$ cat config.mk
export PLATFORM = sky130hd
export DESIGN_NAME = uart_tx_arbiter
export DESIGN_NICKNAME = d
export VERILOG_FILES = /design/src/rtl/uart_tx_arbiter.sv
export SDC_FILE = /design/constraint.sdc
export NUM_CORES = 1
export LEC_CHECK = 0
export CELL_PAD_IN_SITES_DETAIL_PLACEMENT = 2
export CELL_PAD_IN_SITES_GLOBAL_PLACEMENT = 2
export CORE_MARGIN = 1
export CORE_UTILIZATION = 28
export CTS_BUF_LIST = sky130_fd_sc_hd__clkbuf_4
export CTS_CLUSTER_DIAMETER = 120
export DETAILED_ROUTE_END_ITERATION = 7
export PLACE_DENSITY = 0.92
export SETUP_SLACK_MARGIN = 0.5
export SYNTH_ARGS = -nofsm -noshare
export SYNTH_HDL_FRONTEND = slang
export SYNTH_SLANG_ARGS = --single-unit
$ cat constraint.sdc
create_clock -name clk -period 3.8 [get_ports clk]
set_clock_uncertainty 0.05 [all_clocks]
set_input_delay 0.95 -clock clk [delete_from_list [all_inputs] [get_ports clk]]
set_output_delay 0.95 -clock clk [all_outputs]
set_load 0.02 [all_outputs]
$ cat src/rtl/uart_tx_arbiter.sv
// Round-robin scheduler sharing one uart_tx serializer among NUM_REQ byte sources,
// with a watchdog that aborts a transfer whose tx_done never arrives.
module uart_tx_arbiter #(
  parameter int unsigned NUM_REQ          = 4,
  parameter int unsigned NUM_CLKS_PER_BIT = 16,
  parameter int unsigned TIMEOUT_CLKS     = 12 * NUM_CLKS_PER_BIT
) (
  input  logic                       clk,
  input  logic                       rstn,
  input  logic [NUM_REQ-1:0]         req,
  input  logic [8*NUM_REQ-1:0]       din,
  output logic [NUM_REQ-1:0]         ack,
  output logic                       err,
  output logic [$clog2(NUM_REQ)-1:0] grant_id,
  output logic                       tx_start,
  output logic [7:0]                 tx_data,
  input  logic                       tx_busy,
  input  logic                       tx_done
);

  localparam int unsigned GW = $clog2(NUM_REQ);
  localparam int unsigned TW = $clog2(TIMEOUT_CLKS + 1);

  typedef enum logic [1:0] {
    ARB_IDLE  = 2'd0,
    ARB_START = 2'd1,
    ARB_WAIT  = 2'd2,
    ARB_ACK   = 2'd3
  } arb_state_e;

  arb_state_e           state;
  arb_state_e           state_nxt;
  logic [TW-1:0]        timer;
  logic [TW-1:0]        timer_nxt;
  logic [GW-1:0]        last;
  logic [GW-1:0]        last_nxt;
  logic [NUM_REQ-1:0]   eff_req;
  logic                 pick_vld;
  logic [GW-1:0]        pick_idx;
  logic                 launch;
  logic                 tmo;
  logic [NUM_REQ-1:0]   ack_nxt;
  logic                 err_nxt;
  logic                 tx_start_nxt;
  logic [7:0]           tx_data_nxt;
  logic [GW-1:0]        grant_id_nxt;

  // Round-robin search starting just after the last served requester
  always_comb begin
    eff_req  = req & ~ack;
    pick_vld = 1'b0;
    pick_idx = '0;
    for (int unsigned k = 1; k <= NUM_REQ; k++) begin
      logic [GW-1:0] cand;
      cand = GW'((32'(last) + k) % NUM_REQ);
      if (!pick_vld && eff_req[cand]) begin
        pick_vld = 1'b1;
        pick_idx = cand;
      end
    end
  end

  assign launch = pick_vld && !tx_busy;
  assign tmo    = (timer == TW'(TIMEOUT_CLKS - 1));

  always_ff @(posedge clk) begin
    if (!rstn) state <= ARB_IDLE;
    else       state <= state_nxt;
  end

  always_comb begin
    state_nxt = state;
    case (state)
      ARB_IDLE:  if (launch) state_nxt = ARB_START;
      ARB_START: state_nxt = ARB_WAIT;
      ARB_WAIT:  if (tx_done || tmo) state_nxt = ARB_ACK;
      ARB_ACK:   state_nxt = ARB_IDLE;
      default:   state_nxt = ARB_IDLE;
    endcase
  end

  // Next values of the registered outputs; tx_done beats a coincident timeout
  always_comb begin
    ack_nxt      = '0;
    err_nxt      = 1'b0;
    tx_start_nxt = 1'b0;
    tx_data_nxt  = tx_data;
    grant_id_nxt = grant_id;
    timer_nxt    = timer;
    last_nxt     = last;
    case (state)
      ARB_IDLE: begin
        if (launch) begin
          grant_id_nxt = pick_idx;
          tx_data_nxt  = din[8*pick_idx +: 8];
          tx_start_nxt = 1'b1;
        end
      end
      ARB_START: timer_nxt = '0;
      ARB_WAIT: begin
        timer_nxt = timer + TW'(1);
        if (tx_done) begin
          ack_nxt = NUM_REQ'(1) << grant_id;
        end else if (tmo) begin
          ack_nxt = NUM_REQ'(1) << grant_id;
          err_nxt = 1'b1;
        end
      end
      ARB_ACK:  last_nxt = grant_id;
      default:  ;
    endcase
  end

  always_ff @(posedge clk) begin
    if (!rstn) begin
      ack      <= '0;
      err      <= 1'b0;
      tx_start <= 1'b0;
      tx_data  <= '0;
      grant_id <= '0;
      timer    <= '0;
      last     <= GW'(NUM_REQ - 1);
    end else begin
      ack      <= ack_nxt;
      err      <= err_nxt;
      tx_start <= tx_start_nxt;
      tx_data  <= tx_data_nxt;
      grant_id <= grant_id_nxt;
      timer    <= timer_nxt;
      last     <= last_nxt;
    end
  end

endmodule
==> impl_metrics.toml, run 1 <==
[layout]
area_growth_pct = 43.1
fin_util = 0.428
drive_gt1_frac = 0.0650
fillers = 531
nets = 247
n_antenna_cell = 0

[sta]
relSlewSlack = 0.533
period_needed_ns = 2.64
rsz0062_at_grt = "no"
setup_viol = 0
slew_violations = 0
final.setup.tns_ns = 0
worstMarginPinSlew_ns = 0.699
hold_ws_ns = 0.448
hold_violations = 0
fin_crit_sh = 0.695
clock.fmax_mhz = 378

[die]
dieHeight_um = 73.9
fp.coreArea_mm2 = 0.00485
die_area_mm2 = 0.00547
die_w_um = 73.9
row_count = 25
initial_utilization = 0.299
ios = 56

[synth]
synth_flop_cell = "dfxtp_1"
synth_seq_area_share = 0.387
synthCells = 146
synth_area_per_cell_um2 = 9.92
post-synth-top-count-cell = "dfxtp_1"
synth.largest_area_cell = "dfxtp_1"
yosysWarnings = 0
synthesis.nets = 191
syn_area_mm2 = 0.00145
synth.distinct_cells = 38
synthTopCellsByArea = "dfxtp_1 39%, mux2i_1 13%, o221ai_1 4.8%"
synth_seq_cells = 28
synth_top_area_frac = 0.387
synthTopCellsByCount = "28 x dfxtp_1, 19 x mux2i_1, 16 x nand2_1, 8 x nor2_1, 8 x o221ai_1"
synth-edff-count = 0
async_flop_share = 0

[power_and_ir_drop]
clockPowerShare = 0.127
sw_frac_of_total = 0.385
intPower_w = 0.000594
p_leak_nw = 0.800
max-vdd-ir-drop_uv = 224
power_density_mw_per_mm2 = 466
pwr-share-comb = 0.478
switching_power_w = 0.000373
sequentialPowerShare = 0.395

[global_route]
grt_max_degree = 17
antenna_found_initial = 0
grt_pass1_wl_um = 7050
grtUsageTotal = 0.170
grt_overflow = 0
grt_pass1_vias = 1462

[placement]
dp_hpwl_um = 3620
portBuffers = 55
gp_congestion = 0.720

[clock_network]
postCtsSetupBuffers = 0
holdBufCountCts = 0
cts_tree = "built"
htreeDepth = 1
numCtsBuffers = 3
clockBufferDepth = 2
root_buffer = "clkbuf_4"
worstSkewPairLatency_ns = 0.32
clk_pin_slew_ns = 0.15
cts.sinks = 28
cts_resized = 0

[route]
routed_wl_um = 4400
drtIter0Drc = 31
wire_per_inst_um = 16.5
via_count = 1298
routed_via_density = 4.86
drt_pre_antenna_iters = 4
drtAntennaViolNets = 0
drcViolationCount = 0

[worst_setup_path]
cp.required_ns = 3.94
end_kind = "register"
path_class = "input pin to register"
start_kind = "input pin"
cp.arrival_ns = 2.79
critPathMaxFanout = 16

[flow_run]
drv_cap = 0

[worst_hold_path]
hp-class = "register to register"

[status]
status = "complete, no violations"
stage by stage:
stage	cells	instance area, µm²	total power (W)	setup slack, ns
floorplan	146	1450	0.000691	1.62
global placement	264	2050	0.000833	0.868
detailed placement	264	2050	0.000859	0.779
CTS	267	2070	0.000987	1.14
global route	267	2070	0.00104	1.10
finish	267	2070	0.000967	1.16
sequential cells by signal, summed over array words and instances (netlist names):
name	flops
timer	8
tx_data	8
ack	4
grant_id	2
last	2
state	2
err	1
tx_start	1
layout by cell type, fill, tap and decap left out, types with 3 or more instances in the layout:
cell,instances
clkdlybuf4s50_1,55
dfxtp_1,28
mux2i_1,19
nand2_1,16
nor2_1,8
o221ai_1,8
inv_1,6
ha_1,5
a21oi_1,4
xor2_1,4
nand4_1,3
nand2b_1,3
clkbuf_4,3
metal layers:
layer / GRT usage / part of all wire / wire, µm
met1: 0.199 / 0.40 / 1750
met2: 0.320 / 0.55 / 2400
met3: 0.0244 / 0.038 / 166
met4: 0.0513 / 0.018 / 78
met5: 0 / 0 / 0
critical path, cell delays in order:
cell	delay, ns
clkdlybuf4s50_1	0.47
nor2b_4	0.18
o221ai_2	0.15
a21oi_4	0.60
mux2i_1	0.29
o221ai_1	0.14
worst paths after layout:
kind / startpoint / to / slack [ns] / cells after the start
hold reg to reg: timer[1] / timer[1] / 0.45 / 2
setup / recovery: req[2] / tx_data[6] / 1.16 / 6
setup reg to reg: ack[3] / tx_data[6] / 1.86 / 5
hold / removal: timer[1] / timer[1] / 0.45 / 2
cells by family after synthesis:
| family | count (synthesis) | share of synthesized area |
|---|---|---|
| AND/OR/NAND/NOR | 48 | 0.187 |
| flip-flops | 28 | 0.387 |
| AO/OA/AOI/OAI | 29 | 0.174 |
| XOR/XNOR | 6 | 0.0363 |
| buffers and inverters | 11 | 0.0406 |
| multiplexers | 19 | 0.131 |
| adder cells (fa/ha/maj) | 5 | 0.0432 |
power groups by stage:
stage / Clock, W / Sequential, W / Combinational, W
after floorplan: 0 / 0.000417 / 0.000274
after global placement: 0 / 0.000385 / 0.000449
after detailed placement: 0 / 0.000390 / 0.000469
after CTS: 0.000130 / 0.000384 / 0.000472
after global routing: 0.000144 / 0.000390 / 0.000508
final: 0.000123 / 0.000382 / 0.000462
area by class of cell:
type / count / area, µm² / share of cell area
flip-flops and latches: 28 / 561 / 0.270
well taps: 67 / 83.8 / 0.0404
repair buffers: 55 / 551 / 0.266
inverters: 7 / 26.3 / 0.0127
multi-input cells: 107 / 830 / 0.400
clock buffers: 3 / 22.5 / 0.0109
Note: power is estimated with default switching activity, not from simulation.
==> run 2: changes to the inputs <==
- CORE_UTILIZATION: 28 -> 26
- PLACE_DENSITY: 0.92 -> 0.87
- clock period: 3.8 -> 2.65 ns (I/O delays scaled with it)
==> impl_metrics.toml, run 2 (synthesis gave the netlist of run 1 again) <==
[status]
status = "complete, no violations"

[placement]
gp_congestion = 0.771
portBuffers = 55
post-place-ws_ns = 0.137
place_inst = 269
dp_hpwl_um = 3530

[route]
routed_wl_um = 4400
wire_per_inst_um = 16.1
drtIter0Drc = 42
via_count = 1333
drt_pre_antenna_iters = 4
routed_via_density = 4.88
drtAntennaViolNets = 0
drcViolationCount = 0

[worst_hold_path]
hold_path_depth = 2
hold_end = "tx_data[3]"
min_from = "tx_data[3]"
hp-class = "register to register"

[worst_setup_path]
cp.arrival_ns = 1.39
slowest_stage = "clkdlybuf4s50_1"
end_kind = "primary output"
path_cells = "clkdlybuf4s50_1"
r2r_cells = 6
start_kind = "register"
critPathMaxFanout = 2
cp.required_ns = 1.94
r2r_start = "timer[0]"
crit_path_max_incr_delay_ns = 0.64
path_class = "register to primary output"
worst-path-buf-inv = 1
path_delay_family = "buffers and inverters"
r2r_end = "state[1]"
reg2reg_slack_ns = 0.84

[power_and_ir_drop]
fin_total_pwr_w = 0.00153
max-vdd-ir-drop_uv = 332
power_density_mw_per_mm2 = 709
p_leak_nw = 0.877

[layout]
n_antenna_cell = 0
final_cell_count_no_fill = 273
fillers = 561
reg_top3 = "timer: 8 flops, tx_data: 8 flops, ack: 4 flops"
final_common_cell = "clkdlybuf4s50_1"
area_growth_pct = 48.9
layout_common_cells = "51 x clkdlybuf4s50_1, 28 x dfxtp_1, 19 x mux2i_1"
drive_gt1_frac = 0.0936
nets = 249

[clock_network]
worstSkewPairLatency_ns = 0.33
numCtsBuffers = 3
postCtsSetupBuffers = 0
cts.sinks = 28
clockBufferDepth = 2
htreeDepth = 1
root_buffer = "clkbuf_4"
holdBufCountCts = 0
clk_pin_slew_ns = 0.16
cts_tree = "built"

[sta]
fin_ws_ns = 0.551
setup_viol = 0
hold_violations = 0
fin_crit_sh = 0.792
rsz0062_at_grt = "no"
clock.fmax_mhz = 476
relSlewSlack = 0.655
slew_violations = 0
worstMarginPinSlew_ns = 0.515
period_needed_ns = 2.10
final.setup.tns_ns = 0

[die]
ios = 56
row_count = 26
die_area_mm2 = 0.00588
fp.coreArea_mm2 = 0.00524
dieHeight_um = 76.7
initial_utilization = 0.277
die_w_um = 76.7

[global_route]
grtUsageTotal = 0.151
grt_max_degree = 17
grt_overflow = 0
grt_pass1_vias = 1456
grt_pass1_wl_um = 7150
antenna_found_initial = 0

[flow_run]
drv_cap = 0
run 2: power breakdown:
part,leakage (nW),internal [W],total [W],switching [W]
clock,0.0279,0.000153,0.000285,0.000132
sequential,0.228,0.000492,0.000550,0.0000582
combinational,0.621,0.000322,0.000695,0.000372
total,0.877,0.000967,0.00153,0.000563
run 2: layer usage:
metal  track usage  vias up  share of wire
met4        0.0404        0         0.0079
li1              -      645              -
met3        0.0250        4          0.043
met2         0.273       34           0.51
met1         0.182      650           0.43
met5             0        -              0
run 2: how the worst max path moves through the flow:
stage,startpoint,cells past startpoint,endpoint,slack (ns)
detailed placement,req[3],6,tx_data[7],0.14
global placement,req[1],6,tx_data[5],0.23
finish,tx_data[2],1,tx_data[2],0.55
floorplan,req[2],6,tx_data[0],0.76
CTS,req[3],6,tx_data[7],0.50
global route,tx_data[2],1,tx_data[2],0.52
run 2: stage by stage:
| stage | utilization | area [µm²] | hold slack, ns |
|---|---|---|---|
| 6_report | 0.412 | 2160 | 0.442 |
| 3_3_place_gp | 0.398 | 2080 | 0.392 |
| 4_1_cts | 0.407 | 2130 | 0.455 |
| 2_1_floorplan | - | 1450 | 0.405 |
| 3_5_place_dp | 0.398 | 2080 | 0.418 |
| 5_1_grt | 0.412 | 2160 | 0.481 |
run 2: layout make-up:
cell class              instances  area (µm²)  area share
well taps                      70        87.6      0.0406
clock inverters                 1        30.0      0.0139
inverters                       7        26.3      0.0122
repair buffers                 57         581       0.269
clock buffers                   3        22.5      0.0104
multi-input cells             107         850       0.394
flip-flops and latches         28         561       0.260
run 2: what timing repair did:
action | in CTS | in global routing
endpoints found under the setup margin | 2 | 10
cloned | 0 | 0
gates resized for setup | 2 | 6
==> run 3: changes to the inputs <==
- CORE_UTILIZATION: 26 -> 24
- PLACE_DENSITY: 0.87 -> 0.84
- clock period: 2.65 -> 1.7 ns (I/O delays scaled with it)
==> impl_metrics.toml, run 3 (synthesis gave the netlist of run 1 again) <==
[sta]
clock.fmax_mhz = 539
final.setup.tns_ns = -0.533
rsz0062_at_grt = "yes"
slew_violations = 0
setup_viol = 8
hold_violations = 0
relSlewSlack = 0.653
fin_crit_sh = 1.09
period_needed_ns = 1.86
fin_ws_ns = -0.156
worstMarginPinSlew_ns = 0.519

[placement]
dp_hpwl_um = 3680
gp_congestion = 0.685
portBuffers = 55
placed_area_mm2 = 0.00222

[power_and_ir_drop]
pwr-share-comb = 0.647
power_density_mw_per_mm2 = 1230
sequentialPowerShare = 0.264
p_leak_nw = 1.11
clockPowerShare = 0.089
fin_total_pwr_w = 0.00346
intPower_w = 0.00210
sw_frac_of_total = 0.393
switching_power_w = 0.00136
max-vdd-ir-drop_uv = 494

[clock_network]
cts.sinks = 28
htreeDepth = 1
clk_pin_slew_ns = 0.17
numCtsBuffers = 3
cts_tree = "built"
clockBufferDepth = 2
holdBufCountCts = 0
root_buffer = "clkbuf_4"
worstSkewPairLatency_ns = 0.35

[layout]
drive_gt1_frac = 0.533
area_growth_pct = 94.4
reg_top3 = "timer: 8 flops, tx_data: 8 flops, ack: 4 flops"
fin_area_mm2 = 0.00282
fin_util = 0.496
layout_common_cells = "35 x clkdlybuf4s50_1, 27 x buf_6, 26 x buf_4"
nets = 287
final_common_cell = "clkdlybuf4s50_1"
fillers = 559
n_antenna_cell = 0

[die]
row_count = 27
fp.coreArea_mm2 = 0.00568
ios = 56
die_w_um = 79.7
initial_utilization = 0.255
dieHeight_um = 79.7
die_area_mm2 = 0.00635

[route]
drcViolationCount = 0
routed_via_density = 5.00
drt_pre_antenna_iters = 4
routed_wl_um = 7310
wire_per_inst_um = 23.4
via_count = 1560
drtIter0Drc = 59
drtAntennaViolNets = 0

[worst_hold_path]
hold_end = "tx_data[0]"
min_from = "tx_data[0]"
hold_path_depth = 2
hp-class = "register to register"

[worst_setup_path]
r2r_start = "ack[3]"
start_kind = "register"
reg2reg_slack_ns = -0.16
r2r_end = "tx_data[1]"
cp.required_ns = 1.86
path_class = "register to register"
critPathMaxFanout = 8
r2r_cells = 7
cp.arrival_ns = 2.01
end_kind = "register"

[global_route]
grt_pass1_wl_um = 8960
antenna_found_initial = 0
grtUsageTotal = 0.187
grt_max_degree = 15
grt_overflow = 0
grt_pass1_vias = 1685

[status]
violations = "setup timing"
status = "finished, violations left"

[flow_run]
drv_cap = 0
==> run 3: cell count changes in the layout (fill, tap and decap cells not counted), sizes merged <==
cell,previous run,this run
buf,2,56
clkdlybuf4s50,51,35
dlygate4sd2,2,4
bufinv,1,0
dlymetal6s2s,2,0
==> run 3: how the worst max path moves through the flow <==
stage                      start         end  cells after the start
after global placement    req[3]  tx_data[3]                      6
after detailed placement  req[3]  tx_data[6]                      6
after floorplan           req[2]  tx_data[5]                      6
final                     ack[3]  tx_data[1]                      7
after global routing      ack[3]  tx_data[1]                      7
after CTS                 ack[3]  tx_data[7]                      7
==> run 3: through the flow <==
| step | cells | hold slack, ns | setup WS [ns] |
|---|---|---|---|
| 6_report | 312 | 0.466 | -0.156 |
| 5_1_grt | 312 | 0.492 | -0.219 |
| 4_1_cts | 303 | 0.448 | 0.000624 |
| 3_5_place_dp | 278 | 0.410 | -0.562 |
| 3_3_place_gp | 278 | 0.391 | -0.534 |
| 2_1_floorplan | 146 | 0.417 | 0.0426 |
==> run 3: timing repair <==
action                     4_1_cts  5_1_grt
setup endpoints to repair       41       42
pin swaps                       28       22
gates cloned                     1        0
hold endpoints to repair         0        0
resized for setup              137       37
setup buffers                   21        9
==> run 3: power groups by stage <==
stage / sequential, W / clock, W / combinational, W
2_1_floorplan: 0.000956 / 0 / 0.000767
3_3_place_gp: 0.000875 / 0 / 0.00123
3_5_place_dp: 0.000885 / 0 / 0.00128
4_1_cts: 0.000899 / 0.000296 / 0.00180
5_1_grt: 0.000922 / 0.000336 / 0.00235
6_report: 0.000913 / 0.000307 / 0.00224
==> run 3: layer usage <==
| layer | global-route usage | vias up | routed length [µm] |
|---|---|---|---|
| li1 | - | 720 | - |
| met1 | 0.205 | 781 | 2900 |
| met2 | 0.372 | 49 | 3920 |
| met3 | 0.0297 | 10 | 364 |
| met4 | 0.0327 | 0 | 130 |
| met5 | 0 | - | 0 |
==> run 3: layout make-up <==
class	instances	area [µm²]	share of cell area
Clock buffer	3	22.5	0.00800
Inverter	7	36.3	0.0129
Multi-Input combinational cell	107	1120	0.398
Sequential cell	28	596	0.211
Tap cell	72	90.1	0.0320
Timing Repair Buffer	95	952	0.338
==> run 3: worst max-delay path, stage by stage, from the launching register on <==
cell and delay (ns):
dfxtp_2 0.39, nand2b_4 0.21, o221ai_4 0.14, a21oi_4 0.24, buf_12 0.13, buf_16 0.13
mux2i_1 0.25, o221ai_1 0.17
